[src/rtl/fetch_unit_pkg.sv]
`default_nettype none
// ============================================================================
// Module      : fetch_unit_pkg
// Description : Opcodes, instruction field positions and phase encodings
//               shared by the fetch stage and its next-PC selector.
// Revision    : 1.0 - initial release
// ============================================================================
package fetch_unit_pkg;

    localparam logic [3:0] OPC_AND  = 4'h0;
    localparam logic [3:0] OPC_OR   = 4'h1;
    localparam logic [3:0] OPC_XOR  = 4'h2;
    localparam logic [3:0] OPC_ADD  = 4'h3;
    localparam logic [3:0] OPC_SUB  = 4'h4;
    localparam logic [3:0] OPC_SLT  = 4'h5;
    localparam logic [3:0] OPC_ADDI = 4'h6;
    localparam logic [3:0] OPC_J    = 4'h7;
    localparam logic [3:0] OPC_BEQ  = 4'h8;
    localparam logic [3:0] OPC_BNE  = 4'h9;
    localparam logic [3:0] OPC_LW   = 4'hE;
    localparam logic [3:0] OPC_SW   = 4'hF;

    localparam int OPC_HI = 31;
    localparam int RA_HI  = 27;
    localparam int RB_HI  = 23;
    localparam int RC_HI  = 19;
    localparam int IMM_HI = 15;

    typedef enum logic [1:0] {
        PH_FETCH = 2'b00,
        PH_EXEC  = 2'b01
    } phase_e;

endpackage
`default_nettype wire

[src/rtl/fetch_unit_pc_next_sel.sv]
`default_nettype none
// ============================================================================
// Module      : fetch_unit_pc_next_sel
// Description : Combinational next-PC selection: sequential, relative branch
//               or absolute jump (jump has priority), all modulo 2^ADDR_W.
// Revision    : 1.0 - initial release
// ============================================================================
module fetch_unit_pc_next_sel #(
    parameter int ADDR_W = 16
) (
    input  logic [ADDR_W-1:0] i_pc,
    input  logic [15:0]       i_imm,
    input  logic              i_take_jump,
    input  logic              i_take_branch,
    input  logic [ADDR_W-1:0] i_jump_target,
    output logic [ADDR_W-1:0] o_pc_plus1,
    output logic [ADDR_W-1:0] o_next_pc
);

    logic [ADDR_W-1:0] w_imm_sx;
    logic [ADDR_W-1:0] w_branch_pc;

    assign w_imm_sx    = ADDR_W'($signed(i_imm));
    assign o_pc_plus1  = i_pc + ADDR_W'(1);
    assign w_branch_pc = o_pc_plus1 + w_imm_sx;

    always_comb begin
        o_next_pc = o_pc_plus1;
        if (i_take_jump) begin
            o_next_pc = i_jump_target;
        end else if (i_take_branch) begin
            o_next_pc = w_branch_pc;
        end
    end

endmodule
`default_nettype wire

[src/rtl/fetch_unit.sv]
`default_nettype none
// ============================================================================
// Module      : fetch_unit
// Description : Instruction-fetch stage with PC/IR and a handshake-aware
//               FETCH/EXEC sequencer tolerating memory waits and exec holds.
// Revision    : 1.0 - initial release
// ============================================================================
module fetch_unit
    import fetch_unit_pkg::*;
#(
    parameter int                ADDR_W   = 16,
    parameter int                INSTR_W  = 32,
    parameter logic [ADDR_W-1:0] RESET_PC = '0
) (
    input  logic               clk,
    input  logic               reset,
    output logic               imem_req,
    output logic [ADDR_W-1:0]  imem_addr,
    input  logic [INSTR_W-1:0] imem_rdata,
    input  logic               imem_ack,
    input  logic               hold,
    input  logic               take_jump,
    input  logic               take_branch,
    input  logic [ADDR_W-1:0]  jump_target,
    output logic [ADDR_W-1:0]  pc,
    output logic [ADDR_W-1:0]  pc_plus1,
    output logic [INSTR_W-1:0] instr,
    output logic [3:0]         opcode,
    output logic [3:0]         ra,
    output logic [3:0]         rb,
    output logic [3:0]         rc,
    output logic [15:0]        imm,
    output logic               exec_valid,
    output logic [1:0]         phase
);

    phase_e              r_state;
    logic [ADDR_W-1:0]   r_pc;
    logic [INSTR_W-1:0]  r_ir;
    logic                r_req;
    logic                r_exec_valid;
    logic [ADDR_W-1:0]   w_next_pc;

    fetch_unit_pc_next_sel #(
        .ADDR_W (ADDR_W)
    ) u_pc_next_sel (
        .i_pc          (r_pc),
        .i_imm         (r_ir[IMM_HI -: 16]),
        .i_take_jump   (take_jump),
        .i_take_branch (take_branch),
        .i_jump_target (jump_target),
        .o_pc_plus1    (pc_plus1),
        .o_next_pc     (w_next_pc)
    );

    // r_req/r_exec_valid are registered copies of the phase decode.
    always_ff @(posedge clk or negedge reset) begin
        if (!reset) begin
            r_state      <= PH_FETCH;
            r_pc         <= RESET_PC;
            r_ir         <= '0;
            r_req        <= 1'b1;
            r_exec_valid <= 1'b0;
        end else begin
            case (r_state)
                PH_FETCH: begin
                    if (imem_ack) begin
                        r_ir         <= imem_rdata;
                        r_state      <= PH_EXEC;
                        r_req        <= 1'b0;
                        r_exec_valid <= 1'b1;
                    end
                end
                PH_EXEC: begin
                    if (!hold) begin
                        r_pc         <= w_next_pc;
                        r_state      <= PH_FETCH;
                        r_req        <= 1'b1;
                        r_exec_valid <= 1'b0;
                    end
                end
                default: begin
                    r_state      <= PH_FETCH;
                    r_req        <= 1'b1;
                    r_exec_valid <= 1'b0;
                end
            endcase
        end
    end

    // Gating with reset drops the request the instant reset asserts.
    assign imem_req   = r_req & reset;
    assign imem_addr  = r_pc;
    assign pc         = r_pc;
    assign instr      = r_ir;
    assign opcode     = r_ir[OPC_HI -: 4];
    assign ra         = r_ir[RA_HI -: 4];
    assign rb         = r_ir[RB_HI -: 4];
    assign rc         = r_ir[RC_HI -: 4];
    assign imm        = r_ir[IMM_HI -: 16];
    assign exec_valid = r_exec_valid;
    assign phase      = r_state;

endmodule
`default_nettype wire

[config.mk]
export PLATFORM = sky130hd
export DESIGN_NAME = fetch_unit
export DESIGN_NICKNAME = d
export VERILOG_FILES = /design/src/rtl/fetch_unit_pkg.sv /design/src/rtl/fetch_unit_pc_next_sel.sv /design/src/rtl/fetch_unit.sv
export SDC_FILE = /design/constraint.sdc
export NUM_CORES = 1
export LEC_CHECK = 0
export BUFFER_PORTS_ARGS = -buffer_cell sky130_fd_sc_hd__buf_4
export CAP_MARGIN = 10
export CORE_MARGIN = 2
export CORE_UTILIZATION = 27
export CTS_CLUSTER_SIZE = 30
export DETAILED_ROUTE_END_ITERATION = 10
export PLACE_DENSITY = 0.53
export SLEW_MARGIN = 20
export SYNTH_ARGS = -nofsm -noshare
export SYNTH_HDL_FRONTEND = slang
export SYNTH_SLANG_ARGS = --single-unit
export TNS_END_PERCENT = 10
[constraint.sdc]
create_clock -name clk -period 5.45 [get_ports clk]
set_clock_uncertainty 0.2 [all_clocks]
set_input_delay 0.8175 -clock clk [delete_from_list [all_inputs] [get_ports clk]]
set_output_delay 0.8175 -clock clk [all_outputs]
set_load 0.01 [all_outputs]
---- After elaboration in Yosys (flattened, before gate mapping) ----
Index checks and enable logic that the tools add are counted.
operators by class
  bitwise operators ....................... 2
  muxes and demuxes ....................... 11
  $add $sub $neg .......................... 2
  eq/ne operators ......................... 3
  reduce and logical (&&, ||, !) cells .... 4
operators with widths
  cell                                                  number
  two-way mux 16 bit                                    2
  adder 16 x 1 -> 16 bit (second input constant)        1
  adder 16 bit                                          1
  AND reduction 2 bit                                   3
  two-way mux 1 bit                                     4
  two-way mux 2 bit                                     2
  inequality test 2 bit (second input constant)         2
  case mux 1 bit (2 select lines)                       2
  case mux 2 bit (2 select lines)                       1
  equality test 2 x 1 -> 1 bit (second input constant)  1
  zero test 2 bit                                       1
  AND 1 bit                                             1
  NOT 1 bit                                             1
word-level totals
  input port bits ......................... 54
  output and inout bits ................... 116
  register bits ........................... 52

---- Logic depth before layout (Yosys ltp) ----
  word-level depth ........................ 4
  gate-level depth with buffers ........... 12

---- Cells and area by module ----
From an unflattened synthesis, not the netlist that was laid out.
second synthesis, totals
  cells, all modules ...................... 353
  area, all modules ....................... 3747.3 um^2
by module, submodules not included
  module                  cells each  times used  area an instance (um^2)
  fetch_unit              162         1           2442.3
  fetch_unit_pc_next_sel  191         1           1305.0

---- Worst setup path after synthesis ----
OpenSTA, ideal clock, no wires.
  path type ............................... flip-flop to flip-flop
  start ................................... register r_pc[2] (netlist: imem_addr[2])
  end ..................................... register r_pc[13] (netlist: imem_addr[13])
  stages on the path, launching flop included .. 12
  arrival time ............................ 2987 ps
  path slack .............................. 2194 ps
  clock period less this slack ............ 3256 ps
  library setup time ...................... 69 ps
  cells stage by stage .................... dfrtp_1 nand4_2 or2_2 nor2_1 xor2_1 ha_1 and2_1 nand2_1 a2111oi_0 a211oi_1 or4_1 nand3_1
between the ends
  cells in the longest elaborated chain, start to end .. 4
ends and longest elaborated chain
  item                    RTL line                      RTL
  start, declared         fetch_unit.sv:38              logic [ADDR_W-1:0] r_pc;
  start signal, assigned  fetch_unit.sv:76              r_pc <= w_next_pc;
  adder 16 x 1 -> 16 bit  fetch_unit_pc_next_sel.sv:24  assign o_pc_plus1 = i_pc + ADDR_W'(1);
  named net pc_plus1[9]   fetch_unit.sv:26              output logic [ADDR_W-1:0] pc_plus1,
  adder 16 bit            fetch_unit_pc_next_sel.sv:25  assign w_branch_pc = o_pc_plus1 + w_imm_sx;
  two-way mux 16 bit      fetch_unit_pc_next_sel.sv:31  end else if (i_take_branch) begin
  two-way mux 16 bit      fetch_unit_pc_next_sel.sv:29  if (i_take_jump) begin
The timed path passes the listed nets, and every way through them passes these cells.
A chain may end at the register's enable or synchronous reset.

---- Final worst setup path ----
  start ................................... register r_pc[2] (netlist: imem_addr[2])
  end ..................................... register r_pc[13] (netlist: imem_addr[13])
between the ends
  cells in the longest elaborated chain, start to end .. 4
ends and longest elaborated chain
  item                        RTL line
  adder 16 x 1 -> 16 bit (*)  fetch_unit_pc_next_sel.sv:24
  adder 16 bit                fetch_unit_pc_next_sel.sv:25
  two-way mux 16 bit (*)      fetch_unit_pc_next_sel.sv:31
  two-way mux 16 bit (*)      fetch_unit_pc_next_sel.sv:29
Every way passes the cells marked *; elsewhere a longest branch is shown, timed or not.

==> metrics <==
status completed; die area 14300 µm²; EDFF count, synth 0; hold path depth 2; clock transition at the registers of the reported paths 0.07 ns; post-synthesis compound-gate area fraction 0.139; CP max stage delay 0.51 ns; Reg-to-Reg Start imem_addr[2]; Iter 0 DRT Violations 187; Main synth FF type dfrtp_1; Ant. Diodes 0; Root Driver clkbuf_16; Seq/Total Area, Yosys 0.347; simple-gate share of the synthesized area 0.135; clock latency on the worst-skew pair 0.30 ns; CP Cell Sequence nand4_2 > or2_2 > nor2_1 > xor2_1 > ha_1 > and2_1 > nand2_1 > a2111oi_0 > a211oi_1 > or4_1 > nand3_1; antenna-violating nets left 0; initial antenna violation count 0; postcts setup bufs 0; worst hold path type reg2reg; CTS tree done; Initial Utilization 0.275; CP Launch Type register; Max Cap Viol 0; num rows 42; final hold vios 0; Leakage Power 0.00230 µW; post-CTS resize count 0; r2r setup slk 1.93 ns; total negative slack 0 ns; WL final 10.4 mm; Cell variety after synth 55; first-pass GRT wire length 16.1 mm; Post-CTS Hold Fix Bufs 0; Min Hold Slack 0.300 ns; Slew @ Worst Pin 0.935 ns; critical path arrival 3.56 ns; Mapped Area 3610 µm²; hold endpoint r_req; RSZ-0062 raised after global routing false; HPWL after DPL 7.93 mm; Routed WL per cell 15.6 µm; maximum fanout along the worst path 9; PortBufs 168; Core Area 13100 µm²; clock network fraction of total power 0.143; vias 3165; crit path time final 3.52 ns; largest net degree at the start of global routing 52; GRT Util Overall 0.142; period utilization 0.646; Post-Synth XOR/XNOR Area 0.0607; Final nets 562; cell area after layout 4830 µm²; I/O pin total 170; fin util 0.368; DP Area 4660 µm²; Die W 120 µm; # clock sinks 50; routed vias/inst 4.77; total power draw 2550 µW; Net Sw Frac 0.430; Combinational Power Share 0.596; clock tree buffer depth 2; area grow syn2layout 34.0%; P_int 1450 µW; synthesized instance count 374; Routability Congestion 0.826; CTS Buf Count 5; Die Ht 120 µm; Net Sw Power 1100 µW; ys async rst share 1.00; vias in the first global route 3118; share of post-route cells with drive strength above 1 0.447; H-Tree Depth 2; CP top delay family simple AND/OR/NAND/NOR gates; yosys warns 0; largest family of logic cells by synthesized area compound AO/OA/AOI/OAI gates; crit path max-delay cell type dfrtp_1; FF-to-FF End imem_addr[13]; Max Fclk 284 MHz; Synth Area in Adders 0.0749; final setup fails 0; drt drc 0; part of the power in registers 0.261; Pre-antenna DRT Iters 4; Hold Startpoint r_req; grt total ovfl 0; FF-to-FF path depth 11; worst path buffer plus inverter count 0; syn_area_per_cell 9.65 µm²; slew margin rel. 0.376; Max VDD drop 0.202 mV; Final Slew Violations 0; CP endpoint kind register; critical path class reg2reg; PD cells 528 nW/µm²; post-synthesis mux area share 0.108; Req. time, crit path 5.49 ns; Post-Syn Nets 449; #FFs+latches synth 50
[registers in the layout, summed over array words and instances (netlist names)]
register / count
instr: 32
exec_valid: 1
r_req: 1
imem_addr: 16
[worst max-delay path by stage]
stage,start,endpoint,depth (start not counted)
floorplan,imem_addr[2],imem_addr[13],11
global placement,imem_addr[2],imem_addr[15],11
detailed placement,imem_addr[2],imem_addr[15],11
CTS,imem_addr[2],imem_addr[15],11
global route,imem_addr[0],imem_addr[15],10
finish,imem_addr[2],imem_addr[13],11
[through the flow]
step,instances,worst slack (ns)
4_1_cts,664,1.92
5_1_grt,664,1.67
2_1_floorplan,374,2.19
3_5_place_dp,656,1.94
6_report,664,1.93
3_3_place_gp,656,2.09
[power groups by stage]
stage	Sequential, µW	Combinational (µW)	Clock, µW
2_1_floorplan	677	979	0
3_3_place_gp	663	1520	0
6_report	666	1520	365
4_1_cts	671	1530	383
5_1_grt	694	1660	400
3_5_place_dp	677	1520	0
[routing by layer]
metal,GRT usage,share of wire,up-vias
met5,0,0,-
met4,0.0360,0.011,0
met3,0.0404,0.077,8
met2,0.232,0.47,134
met1,0.185,0.44,1514
li1,-,-,1509
[Yosys cell counts, types with 9 or more instances]
library cell / instances / area share
a21oi_1: 27 / 0.037
buf_4: 50 / 0.10
inv_1: 12 / 0.012
dfrtp_1: 49 / 0.34
ha_1: 20 / 0.069
mux2_2: 32 / 0.10
nand3_1: 12 / 0.017
nand2_1: 20 / 0.021
nor2_1: 19 / 0.020
o21ai_0: 11 / 0.015
xnor2_1: 16 / 0.039
xor2_1: 9 / 0.022
[layout make-up]
type / count / area [µm²]
timing repair buffer: 169 / 1270
clock inverter: 3 / 45.0
clock buffer: 5 / 125
fill: 1374 / 8300
inverter: 12 / 45.0
multi-input combinational: 249 / 1880
sequential: 50 / 1250
tap: 176 / 220
[logic make-up (layout without fill, tap and decap cells)]
group                      Yosys count  in the layout
buffers and inverters               75            189
muxes                               35             35
adders and majority gates           21             21
other                                1              1
AOI/OAI and AO/OA                   77             77
xor gates and xnor gates            25             25
DFF                                 50             50
and+or+nand+nor                     90             90
[layout by cell type, fill, tap and decap left out, drive strengths merged, types with 7 or more instances in the layout]
cell type,instances
a211oi,7
o21ai,11
nor2,19
and3,9
a21oi,27
xor2,9
inv,12
nand4,7
nand3,12
dfrtp,49
ha,20
mux2,32
buf,169
nand2,20
xnor2,16
[worst reg2reg max path: stages, from the launching register on]
cell and delay, ns:
dfrtp_1 0.51, nand4_2 0.18, or2_2 0.37, nor2_1 0.14, xor2_1 0.34, ha_1 0.24, and2_1 0.18, nand2_1 0.06
a2111oi_0 0.45, a211oi_1 0.20, or4_1 0.50, nand3_1 0.09
Note: power is estimated with default switching activity, not from simulation.
